--- config.mk ---
export PLATFORM = sky130hd
export DESIGN_NAME = line_engine_scheduler
export DESIGN_NICKNAME = d
export VERILOG_FILES = /design/src/rtl/line_engine_scheduler_pkg.sv /design/src/rtl/line_engine_scheduler_group_loop_counter.sv /design/src/rtl/line_engine_scheduler.sv
export SDC_FILE = /design/constraint.sdc
export NUM_CORES = 1
export LEC_CHECK = 0
export BUFFER_PORTS_ARGS = -buffer_cell sky130_fd_sc_hd__buf_2
export CORE_ASPECT_RATIO = 1.25
export CORE_MARGIN = 4
export CORE_UTILIZATION = 50
export DETAILED_ROUTE_END_ITERATION = 10
export GPL_TIMING_DRIVEN = 0
export HOLD_SLACK_MARGIN = 0.12
export PLACE_DENSITY = 0.75
export SYNTH_ARGS = -nofsm -noshare
export SYNTH_HDL_FRONTEND = slang
export SYNTH_SLANG_ARGS = --single-unit
--- constraint.sdc ---
create_clock -name clk -period 4.2 [get_ports clk]
set_clock_uncertainty 0.1 [all_clocks]
set_input_delay 0.84 -clock clk [delete_from_list [all_inputs] [get_ports clk]]
set_output_delay 0.84 -clock clk [all_outputs]
set_load 0.005 [all_outputs]
--- src/rtl/line_engine_scheduler_pkg.sv ---
// rtl/line_engine_scheduler_pkg.sv - shared state encoding and defaults for the line engine scheduler
// Purpose: state enum, control-word bit positions and default widths used by
//          line_engine_scheduler and its group counter.
// Ports:   none (package).
package line_engine_scheduler_pkg;

  localparam int DEF_CNT_WIDTH    = 16;
  localparam int DEF_REG_WIDTH    = 32;
  localparam int CONF_CTRL_EN_BIT = 0;

  typedef enum logic [2:0] {
    ST_IDLE   = 3'd0,
    ST_LOAD_W = 3'd1,
    ST_STREAM = 3'd2,
    ST_DRAIN  = 3'd3,
    ST_NEXT   = 3'd4,
    ST_DONE   = 3'd5
  } sched_state_e;

endpackage

--- src/rtl/line_engine_scheduler_group_loop_counter.sv ---
// rtl/line_engine_scheduler_group_loop_counter.sv - nested channel-group / kernel-group loop counter
// Purpose: walks (chgrp, kngrp) with chgrp as the inner loop. One step per i_inc.
// Ports:   clk, rst (async active-low)
//          i_clr        return both indices to 0
//          i_inc        advance by one group pair
//          i_num_chgrp  inner loop length, i_num_kngrp outer loop length
//          o_chgrp_idx / o_kngrp_idx  current indices
//          o_chgrp_last inner index is at its final value
//          o_wrap       this increment wraps both loops back to (0,0)
module group_loop_counter #(
  parameter int CNT_WIDTH = 16
) (
  input  logic                 clk,
  input  logic                 rst,
  input  logic                 i_clr,
  input  logic                 i_inc,
  input  logic [CNT_WIDTH-1:0] i_num_chgrp,
  input  logic [CNT_WIDTH-1:0] i_num_kngrp,
  output logic [CNT_WIDTH-1:0] o_chgrp_idx,
  output logic [CNT_WIDTH-1:0] o_kngrp_idx,
  output logic                 o_chgrp_last,
  output logic                 o_wrap
);

  localparam logic [CNT_WIDTH-1:0] CNT_ONE = 1;

  logic [CNT_WIDTH-1:0] chgrp_q, chgrp_d;
  logic [CNT_WIDTH-1:0] kngrp_q, kngrp_d;
  logic                 kngrp_last;

  assign o_chgrp_last = (chgrp_q == i_num_chgrp - CNT_ONE);
  assign kngrp_last   = (kngrp_q == i_num_kngrp - CNT_ONE);
  assign o_wrap       = i_inc & o_chgrp_last & kngrp_last;
  assign o_chgrp_idx  = chgrp_q;
  assign o_kngrp_idx  = kngrp_q;

  always_comb begin
    chgrp_d = chgrp_q;
    kngrp_d = kngrp_q;
    if (i_clr) begin
      chgrp_d = '0;
      kngrp_d = '0;
    end else if (i_inc) begin
      if (o_chgrp_last) begin
        chgrp_d = '0;
        kngrp_d = kngrp_last ? '0 : kngrp_q + CNT_ONE;
      end else begin
        chgrp_d = chgrp_q + CNT_ONE;
      end
    end
  end

  always_ff @(posedge clk or negedge rst) begin
    if (!rst) begin
      chgrp_q <= '0;
      kngrp_q <= '0;
    end else begin
      chgrp_q <= chgrp_d;
      kngrp_q <= kngrp_d;
    end
  end

endmodule

--- src/rtl/line_engine_scheduler.sv ---
// rtl/line_engine_scheduler.sv - sequences one line conv2d engine over a full layer pass
// Purpose: per (kernel group, channel group) pair runs weight load, line stream
//          and psum drain, gating the engine enable and tagging psums.
// Ports:   clk, rst (async active-low)
//          i_start, i_cfg_line_width/num_chgrp/num_kngrp   layer control
//          o_busy, o_done, o_err                           status
//          o_weight_req / i_weight_val                     weight load handshake
//          i_engine_data_req, o_data_req, i_data_val       activation stream
//          i_psum_val                                      engine psum strobe
//          o_conf_ctrl                                     engine control word (bit0 enable)
//          o_psum_first/last, o_chgrp_idx, o_kngrp_idx     psum tagging
module line_engine_scheduler
  import line_engine_scheduler_pkg::*;
#(
  parameter int CNT_WIDTH     = DEF_CNT_WIDTH,
  parameter int REG_WIDTH     = DEF_REG_WIDTH,
  parameter int NUM_KCPE      = 3,
  parameter int WEIGHT_BEATS  = 3,
  parameter int DRAIN_TIMEOUT = 256
) (
  input  logic                 clk,
  input  logic                 rst,
  input  logic                 i_start,
  input  logic [CNT_WIDTH-1:0] i_cfg_line_width,
  input  logic [CNT_WIDTH-1:0] i_cfg_num_chgrp,
  input  logic [CNT_WIDTH-1:0] i_cfg_num_kngrp,
  output logic                 o_busy,
  output logic                 o_done,
  output logic                 o_err,
  output logic                 o_weight_req,
  input  logic                 i_weight_val,
  input  logic                 i_engine_data_req,
  output logic                 o_data_req,
  input  logic                 i_data_val,
  input  logic                 i_psum_val,
  output logic [REG_WIDTH-1:0] o_conf_ctrl,
  output logic                 o_psum_first,
  output logic                 o_psum_last,
  output logic [CNT_WIDTH-1:0] o_chgrp_idx,
  output logic [CNT_WIDTH-1:0] o_kngrp_idx
);

  localparam int WB_W = $clog2(WEIGHT_BEATS + 1);
  localparam int TO_W = $clog2(DRAIN_TIMEOUT + 1);
  localparam logic [CNT_WIDTH-1:0] CNT_ONE = 1;
  localparam logic [CNT_WIDTH-1:0] KCPE    = CNT_WIDTH'(NUM_KCPE);

  sched_state_e         state_q, state_d;
  logic [CNT_WIDTH-1:0] lw_q, lw_d, nc_q, nc_d, nk_q, nk_d;
  logic [CNT_WIDTH-1:0] data_cnt_q, data_cnt_d, psum_cnt_q, psum_cnt_d;
  logic [WB_W-1:0]      wcnt_q, wcnt_d;
  logic [TO_W-1:0]      to_cnt_q, to_cnt_d;
  logic                 busy_q, busy_d, done_q, done_d, err_q, err_d;
  logic                 wreq_q, wreq_d, en_q, en_d;
  logic                 grp_clr, grp_inc, grp_wrap, chgrp_last;
  logic [CNT_WIDTH-1:0] psum_expect;

  // A line of W pixels through K positions yields W-K+1 valid outputs.
  assign psum_expect = lw_q - KCPE + CNT_ONE;

  group_loop_counter #(.CNT_WIDTH(CNT_WIDTH)) u_grp (
    .clk          (clk),
    .rst          (rst),
    .i_clr        (grp_clr),
    .i_inc        (grp_inc),
    .i_num_chgrp  (nc_q),
    .i_num_kngrp  (nk_q),
    .o_chgrp_idx  (o_chgrp_idx),
    .o_kngrp_idx  (o_kngrp_idx),
    .o_chgrp_last (chgrp_last),
    .o_wrap       (grp_wrap)
  );

  always_comb begin
    state_d    = state_q;
    lw_d       = lw_q;
    nc_d       = nc_q;
    nk_d       = nk_q;
    data_cnt_d = data_cnt_q;
    psum_cnt_d = psum_cnt_q;
    wcnt_d     = wcnt_q;
    to_cnt_d   = to_cnt_q;
    err_d      = 1'b0;
    grp_clr    = 1'b0;
    grp_inc    = 1'b0;
    case (state_q)
      ST_IDLE: begin
        if (i_start) begin
          lw_d = i_cfg_line_width;
          nc_d = i_cfg_num_chgrp;
          nk_d = i_cfg_num_kngrp;
          if (i_cfg_line_width < KCPE || i_cfg_num_chgrp == '0 || i_cfg_num_kngrp == '0) begin
            err_d = 1'b1;
          end else begin
            // Indices may be mid-loop after an aborted pass, so always restart at (0,0).
            state_d    = ST_LOAD_W;
            grp_clr    = 1'b1;
            data_cnt_d = '0;
            psum_cnt_d = '0;
            wcnt_d     = '0;
            to_cnt_d   = '0;
          end
        end
      end
      ST_LOAD_W: begin
        if (i_weight_val) begin
          if (wcnt_q == WB_W'(WEIGHT_BEATS - 1)) begin
            wcnt_d  = '0;
            state_d = ST_STREAM;
          end else begin
            wcnt_d = wcnt_q + 1'b1;
          end
        end
      end
      ST_STREAM: begin
        if (i_data_val && data_cnt_q != lw_q) begin
          data_cnt_d = data_cnt_q + CNT_ONE;
          if (data_cnt_q + CNT_ONE == lw_q) begin
            state_d  = ST_DRAIN;
            to_cnt_d = '0;
          end
        end
      end
      ST_DRAIN: begin
        if (i_psum_val) begin
          psum_cnt_d = psum_cnt_q + CNT_ONE;
          to_cnt_d   = '0;
          if (psum_cnt_q + CNT_ONE == psum_expect) state_d = ST_NEXT;
        end else if (to_cnt_q == TO_W'(DRAIN_TIMEOUT - 1)) begin
          err_d   = 1'b1;
          state_d = ST_IDLE;
        end else begin
          to_cnt_d = to_cnt_q + 1'b1;
        end
      end
      ST_NEXT: begin
        data_cnt_d = '0;
        psum_cnt_d = '0;
        to_cnt_d   = '0;
        grp_inc    = 1'b1;
        state_d    = grp_wrap ? ST_DONE : ST_LOAD_W;
      end
      ST_DONE: state_d = ST_IDLE;
      default: state_d = ST_IDLE;
    endcase

    // Status outputs are registered images of the state being entered.
    busy_d = (state_d != ST_IDLE);
    done_d = (state_d == ST_DONE);
    wreq_d = (state_d == ST_LOAD_W);
    en_d   = (state_d == ST_STREAM) || (state_d == ST_DRAIN);
  end

  always_ff @(posedge clk or negedge rst) begin
    if (!rst) begin
      state_q    <= ST_IDLE;
      lw_q       <= '0;
      nc_q       <= '0;
      nk_q       <= '0;
      data_cnt_q <= '0;
      psum_cnt_q <= '0;
      wcnt_q     <= '0;
      to_cnt_q   <= '0;
      busy_q     <= 1'b0;
      done_q     <= 1'b0;
      err_q      <= 1'b0;
      wreq_q     <= 1'b0;
      en_q       <= 1'b0;
    end else begin
      state_q    <= state_d;
      lw_q       <= lw_d;
      nc_q       <= nc_d;
      nk_q       <= nk_d;
      data_cnt_q <= data_cnt_d;
      psum_cnt_q <= psum_cnt_d;
      wcnt_q     <= wcnt_d;
      to_cnt_q   <= to_cnt_d;
      busy_q     <= busy_d;
      done_q     <= done_d;
      err_q      <= err_d;
      wreq_q     <= wreq_d;
      en_q       <= en_d;
    end
  end

  always_comb begin
    o_conf_ctrl                   = '0;
    o_conf_ctrl[CONF_CTRL_EN_BIT] = en_q;
  end

  assign o_busy       = busy_q;
  assign o_done       = done_q;
  assign o_err        = err_q;
  assign o_weight_req = wreq_q;
  assign o_data_req   = i_engine_data_req & (state_q == ST_STREAM) & (data_cnt_q < lw_q);
  assign o_psum_first = busy_q & (o_chgrp_idx == '0);
  assign o_psum_last  = busy_q & chgrp_last;

endmodule

==> results.yml, run 1 <==
floorplanning:
  ios: 126
  floorplan.initialDensity_pct: 51.5
  fp.coreArea_sq_mm: 0.0176
  chipHeight_um: 159
  std_cell_rows: 54
  dieArea_sq_mm: 0.0204
  die_w_um: 129
cells_and_area:
  nets: 1263
  mostFrequentLayoutCells: "sky130_fd_sc_hd__dfrtp_1 (131), sky130_fd_sc_hd__buf_2 (93), sky130_fd_sc_hd__nand2_1 (81), sky130_fd_sc_hd__o21ai_0 (75), sky130_fd_sc_hd__nor2_1 (73)"
  areaGrowthSynthToFinish_pct: 16.1
  leading_cell_type_in_the_layout_fill_and_taps_excluded: "sky130_fd_sc_hd__dfrtp_1"
  antenna_cells: 0
  fill_cells: 1591
  post_route_cells_drive_above_1_share_pct: 17.8
sta:
  period_minus_slack_ps: 4000
  fin_setup_tns_ps: 0
  hold_violations: 0
  grt_setup_unrepaired: "no"
  hold_slack_ps: 204
  slew-limit-headroom_pct: 20.4
  maxSlewViolCount: 0
  max_freq_mhz: 250
  layout_worst_path_cycle_share_pct: 95.3
  tightestPinTransition_ps: 1180
  setup-violations-final: 0
clock_tree:
  clkSlewWorstSetupHoldPaths_ps: 60
  clk_latency_ps: 430
  ctsHtreeMaxLevel: 4
  post-cts-setup-buffer-count: 0
  number_of_buffers_inserted_during_clock_tree_synthesis: 17
  cts_sinks: 131
  cts_root_buffer: "sky130_fd_sc_hd__clkbuf_16"
  cts_hold_buffers: 0
  max-clock-path-buffers: 2
  tritoncts: "yes"
pwr:
  switching_part_of_the_total_power_pct: 40.5
  vdd_drop_max_uv: 363
  comb_power_share_pct: 42.8
  p_clk_share_pct: 23.7
  power.share.sequential_pct: 33.5
  power.net_switching_uw: 2370
  leakagePower_uw: 0.00468
  power.density_cell_area_mw_per_mm2: 553
  p_int_uw: 3470
setup_path:
  critPathRequiredTime_ps: 3260
  worstSetupStartpointType: "flop"
  timing.critical_path.to_type: "output pin"
  timing.critical_path.fanout_max: 7
  arrival_ps: 3060
  path_class: "reg2out"
routing:
  wl_um: 24300
  detail_route.vias_per_cell: 5.90
  drc: 0
  route.detailed.wl_per_inst_um: 17.1
  first_pass_iters: 8
  drt-initial-drc-count: 774
  route.antenna.remaining_nets: 0
  routed-via-count: 8369
placed_design:
  gp_routability_congestion: 0.893
  dpl.hpwl_um: 18200
  portBuffers: 94
run:
  cap_violations: 0
logic_synthesis:
  post_synth_fa_ha_maj_area_fraction_pct: 3.58
  warning_count_from_the_yosys_run: 0
  postSynthRegisterBits: 131
  synth_simple_gate_area_share_pct: 23.3
  post_synth_inst_count: 1038
  sequential_to_total_area_share_from_yosys_stat_pct: 36.1
  muxShareOfSynthArea_pct: 4.28
  async_flop_share_pct: 100
  synth_ff_type: "sky130_fd_sc_hd__dfrtp_1"
  synth_cell_type_count: 72
  yosys.area_share.xor_xnor_pct: 10.1
  synth_compound_area_share_pct: 16.0
  syn_avg_cell_area_sq_um: 8.76
  synth_top_family_by_area: "simple AND/OR/NAND/NOR gates"
  synth_enable_flop_cells: 0
  syn_area_sq_mm: 0.00909
global_route:
  grt_remaining_overflow: 0
  grt_first_pass_wirelength_um: 39300
  antenna_violations_before_repair: 0
  grt_util_all_layers_pct: 23.6
  number_of_global_route_vias_before_repair: 7976
  grt_max_degree: 96
worst_hold_path:
  worst_hold_path_type: "in2async"
run_status:
  status: "finished, final reports clean"
[power by group through the flow]
stage | clock, uW | combinational [uW] | sequential (uW)
after detailed placement | 0 | 2450 | 1960
after global placement | 0 | 2380 | 1950
after global routing | 1460 | 2780 | 2000
final | 1380 | 2500 | 1960
after floorplan | 0 | 1900 | 1850
after CTS | 1400 | 2480 | 1940
[metrics by stage]
stage / total power (uW) / area, sq um / setup WS (ps) / utilization, % / cells
3_3_place_gp: 4320 / 9950 / 136 / 56.4 / 1386
4_1_cts: 5820 / 10500 / 7.43 / 59.7 / 1418
3_5_place_dp: 4410 / 9990 / 103 / 56.6 / 1387
2_1_floorplan: 3750 / 9200 / 743 / - / 1068
5_1_grt: 6230 / 10600 / 45.4 / 59.8 / 1418
6_report: 5840 / 10600 / 196 / 59.8 / 1418
[synthesized netlist by cell type (all sizes together) (3+ instances only)]
master / n / area, sq um
or2: 4 / 25.0
nand3: 47 / 235
and3: 18 / 113
or4b: 3 / 33.8
and2: 13 / 83.8
o31ai: 24 / 180
nor3: 22 / 110
buf: 36 / 270
dfrtp: 131 / 3280
nand2: 81 / 304
mux2i: 4 / 40.0
a21o: 10 / 75.1
a211o: 4 / 35.0
a21oi: 30 / 150
inv: 38 / 143
or4: 14 / 109
a22o: 10 / 87.6
nand3b: 6 / 45.0
nor3b: 6 / 45.0
ha: 26 / 325
and4: 7 / 61.3
nor2b: 6 / 37.5
a211oi: 8 / 60.1
nand2b: 14 / 87.6
clkbuf: 50 / 188
xnor2: 59 / 517
nor2: 73 / 274
or3: 12 / 75.1
xor2: 41 / 359
nand4: 26 / 169
nor4b: 4 / 41.3
o211ai: 6 / 45.0
o41ai: 7 / 61.3
a31oi: 11 / 68.8
o2111ai: 3 / 26.3
mux2: 31 / 349
o211a: 3 / 30.0
o22ai: 5 / 31.3
o21a: 5 / 37.5
nor4: 33 / 206
o21ai: 76 / 380
[layer usage]
metal / wire [um] / up-vias / part of all wire [%] / GRT usage (%)
li1: - / 4005 / - / -
met1: 9900 / 4010 / 41 / 29.9
met2: 12300 / 304 / 51 / 40.4
met3: 1550 / 50 / 6.4 / 3.49
met4: 549 / 0 / 2.3 / 8.60
met5: 0 / - / 0 / 0
[sequential cells by signal, summed over array words and instances, names as in the netlist]
signal             cells
data_cnt_q            16
en_q                   1
lw_q                  16
nc_q                  16
nk_q                  16
o_busy                 1
o_done                 1
o_err                  1
o_weight_req           1
psum_cnt_q            16
state_q                3
to_cnt_q               9
u_grp.o_chgrp_idx     16
u_grp.o_kngrp_idx     16
wcnt_q                 2
[repair_timing]
action / in CTS / in global routing
gates resized for setup: 1 / 4
pin swaps: 0 / 1
endpoints found under the setup margin: 1 / 4
[area by class of cell]
cell class / count / area (sq um) / share of cell area [%]
plain buffers: 86 / 458 / 4.34
clock buffers: 17 / 425 / 4.03
clock inverters: 14 / 115 / 1.09
inverters: 38 / 143 / 1.35
multi-input cells: 813 / 5350 / 50.7
flip-flops and latches: 131 / 3280 / 31.1
well taps: 224 / 280 / 2.66
repair buffers: 95 / 504 / 4.78
[worst paths after layout]
kind | from | to | slack, ps | cells after the start
setup reg to reg | nk_q[2]$_DFFE_PN0P_ | u_grp.o_kngrp_idx[10]$_DFFE_PN0P_ | 350 | 10
max in group asynchronous | rst | data_cnt_q[11]$_DFFE_PN0P_ | 2990 | 2
min in group clk | to_cnt_q[8]$_DFFE_PN0P_ | to_cnt_q[8]$_DFFE_PN0P_ | 390 | 1
hold reg to reg | to_cnt_q[8]$_DFFE_PN0P_ | to_cnt_q[8]$_DFFE_PN0P_ | 390 | 1
setup / recovery | nc_q[0]$_DFFE_PN0P_ | o_psum_last | 200 | 10
hold / removal | rst | u_grp.o_chgrp_idx[12]$_DFFE_PN0P_ | 200 | 1
[critical path: stages, from the launching register on]
cell and delay, ps:
sky130_fd_sc_hd__dfrtp_1 410, sky130_fd_sc_hd__inv_1 90, sky130_fd_sc_hd__ha_2 230, sky130_fd_sc_hd__or4b_4 530
sky130_fd_sc_hd__and4bb_2 330, sky130_fd_sc_hd__xnor2_1 150, sky130_fd_sc_hd__nand3_1 120, sky130_fd_sc_hd__nor4_2 260
sky130_fd_sc_hd__o21ai_2 190, sky130_fd_sc_hd__nor2_1 180, sky130_fd_sc_hd__buf_2 140
[logic make-up after synthesis]
kind of cell,after synthesis
simple gates,396
compound gates,223
flops,131
buf+inv,124
xor+xnor,102
mux,35
fa+ha+maj,26
other cells,1
Power figures use the tool's default switching activity.
==> run 2, diff against run 1 <==
--- a/config.mk
+++ b/config.mk
@@ -12,7 +12,7 @@
 export DETAILED_ROUTE_END_ITERATION = 10
 export GPL_TIMING_DRIVEN = 0
 export HOLD_SLACK_MARGIN = 0.12
-export PLACE_DENSITY = 0.75
+export PLACE_DENSITY = 0.78
 export SYNTH_ARGS = -nofsm -noshare
 export SYNTH_HDL_FRONTEND = slang
 export SYNTH_SLANG_ARGS = --single-unit
==> constraint.sdc (replaced) <==
create_clock -name clk -period 3.2 [get_ports clk]
set_clock_uncertainty 0.1 [all_clocks]
set_input_delay 0.64 -clock clk [delete_from_list [all_inputs] [get_ports clk]]
set_output_delay 0.64 -clock clk [all_outputs]
set_load 0.005 [all_outputs]
==> run 2 against run 1 <==
  * The flow now finishes with violations (setup timing)
  * Register-to-register slack worse by 580 ps
  * First-iteration DRC count up 21%
  * Sequential share of layout area is 1.7 points lower
==> results.yml, run 2 (same netlist as run 1, synthesis figures left out) <==
routing:
  wl_um: 25600
  met2WireLength_um: 13100
  drc: 0
  first_pass_iters: 6
  wl_met3_um: 1740
  routed-via-count: 8605
  route.antenna.remaining_nets: 0
  route.detailed.wl_per_inst_um: 17.9
  routed.top_layer: "met4"
  detail_route.wirelength.met1_um: 10200
  drt-initial-drc-count: 939
  detail_route.vias_per_cell: 6.01
floorplanning:
  fp.coreArea_sq_mm: 0.0176
  die_w_um: 129
  std_cell_rows: 54
  floorplan.initialDensity_pct: 51.5
  ios: 126
  dieArea_sq_mm: 0.0204
  chipHeight_um: 159
global_route:
  number_of_global_route_vias_before_repair: 7813
  grt_first_pass_wirelength_um: 39200
  grt_remaining_overflow: 0
  antenna_violations_before_repair: 0
  grt_util_all_layers_pct: 23.7
  grt_max_degree: 80
clock_tree:
  number_of_buffers_inserted_during_clock_tree_synthesis: 17
  max-clock-path-buffers: 2
  clk_latency_ps: 420
  clkSlewWorstSetupHoldPaths_ps: 60
  cts_root_buffer: "sky130_fd_sc_hd__clkbuf_16"
  ctsHtreeMaxLevel: 4
  tritoncts: "yes"
  cts_sinks: 131
worst_hold_path:
  worst_hold_path_type: "in2reg"
cells_and_area:
  mostFrequentLayoutCells: "sky130_fd_sc_hd__dfrtp_1 (124), sky130_fd_sc_hd__buf_2 (93), sky130_fd_sc_hd__nand2_1 (79), sky130_fd_sc_hd__o21ai_0 (74), sky130_fd_sc_hd__nor2_1 (69)"
  layout.area.seq_sq_mm: 0.00329
  fill_cells: 1432
  post_route_cells_drive_above_1_share_pct: 24.7
  multi_input_gate_area_in_the_final_layout_sq_mm: 0.00569
  antenna_cells: 0
  areaGrowthSynthToFinish_pct: 23.0
  fin_util_pct: 63.4
  stdcell_area_sq_mm: 0.0112
  leading_cell_type_in_the_layout_fill_and_taps_excluded: "sky130_fd_sc_hd__dfrtp_1"
  nets: 1277
sta:
  post-route-worst-setup-slack_ps: -278
  grt_setup_unrepaired: "yes"
  slew-limit-headroom_pct: 49.9
  layout_worst_path_cycle_share_pct: 109
  max_freq_mhz: 287
  tightestPinTransition_ps: 749
  setup-violations-final: 14
  hold_violations: 0
  period_minus_slack_ps: 3480
  maxSlewViolCount: 0
setup_path:
  worstSetupStartpointType: "flop"
  setup.worst_path.start: "nc_q[0]$_DFFE_PN0P_"
  r2r_slack_ps: -230
  timing.critical_path.fanout_max: 4
  rr_startpoint: "nc_q[0]$_DFFE_PN0P_"
  worst_r2r_endpoint: "u_grp.o_kngrp_idx[15]$_DFFE_PN0P_"
  reg2reg_depth: 12
  setup.worst_path.end: "o_psum_last"
  arrival_ps: 2740
  timing.critical_path.to_type: "output pin"
  path_class: "reg2out"
  critPathRequiredTime_ps: 2460
placed_design:
  place_area_sq_mm: 0.0100
  gp_routability_congestion: 0.925
  portBuffers: 94
  dpl.hpwl_um: 18000
pwr:
  vdd_drop_max_uv: 475
  power.density_cell_area_mw_per_mm2: 746
  fin_total_pwr_uw: 8340
  leakagePower_uw: 0.00492
run_status:
  violations: "setup timing"
  status: "finished with violations"
run:
  cap_violations: 0
-- run 2: metal layers --
layer,GRT usage (%),vias up
met5,0,-
met4,8.31,0
met3,4.67,52
met2,40.2,359
met1,29.9,4167
li1,-,4027
-- run 2: stage by stage --
stage / hold WS, ps / cells / setup TNS [ps] / setup slack, ps
floorplan: 244 / 1068 / 0 / 0.284
global placement: 371 / 1386 / -66610 / -553
detailed placement: 374 / 1387 / -16470 / -646
CTS: 330 / 1430 / -2500 / -279
global route: 340 / 1432 / -2930 / -408
finish: 334 / 1432 / -1860 / -278
-- run 2: cell type report --
cell class	count	share of cell area (%)
inverter	38	1.28
clock inverter	9	1.15
timing repair buffer	123	6.73
sequential	131	29.4
clock buffer	22	4.15
tap	224	2.51
multi-input combinational	813	50.9
buffer	72	3.87
-- run 2: worst min-delay path by stage --
stage	to	cells past startpoint	start
floorplan	data_cnt_q[0]$_DFFE_PN0P_	0	rst
global placement	to_cnt_q[8]$_DFFE_PN0P_	1	to_cnt_q[8]$_DFFE_PN0P_
detailed placement	to_cnt_q[8]$_DFFE_PN0P_	1	to_cnt_q[8]$_DFFE_PN0P_
CTS	lw_q[12]$_DFFE_PN0P_	3	i_cfg_line_width[12]
global route	lw_q[13]$_DFFE_PN0P_	3	i_cfg_line_width[13]
finish	lw_q[12]$_DFFE_PN0P_	3	i_cfg_line_width[12]
-- run 2: repair_timing --
| action | CTS | global route |
|---|---|---|
| resized for setup | 44 | 54 |
| buffers inserted | 20 | 7 |
| hold endpoints to repair | 52 | 0 |
| gates cloned | 0 | 1 |
| pin swaps | 16 | 22 |
| setup endpoints to repair | 45 | 57 |
| hold buffers | 1 | 0 |
-- run 2: power breakdown --
| part | internal [uW] | leakage [uW] | switching (uW) | total (uW) |
|---|---|---|---|---|
| clock | 1260 | 0.000286 | 736 | 2000 |
| combinational | 1680 | 0.00293 | 2010 | 3690 |
| sequential | 2070 | 0.00170 | 579 | 2650 |
-- run 2: critical path, stage by stage, from the launching register on --
cell                       delay [ps]
sky130_fd_sc_hd__dfrtp_1          380
sky130_fd_sc_hd__inv_2             80
sky130_fd_sc_hd__ha_4             130
sky130_fd_sc_hd__or4b_4           490
sky130_fd_sc_hd__and4bb_2         330
sky130_fd_sc_hd__xnor2_2          120
sky130_fd_sc_hd__nand3_1          120
sky130_fd_sc_hd__nor4_2           260
sky130_fd_sc_hd__o21ai_2          130
sky130_fd_sc_hd__nor2_2           140
sky130_fd_sc_hd__buf_2            120
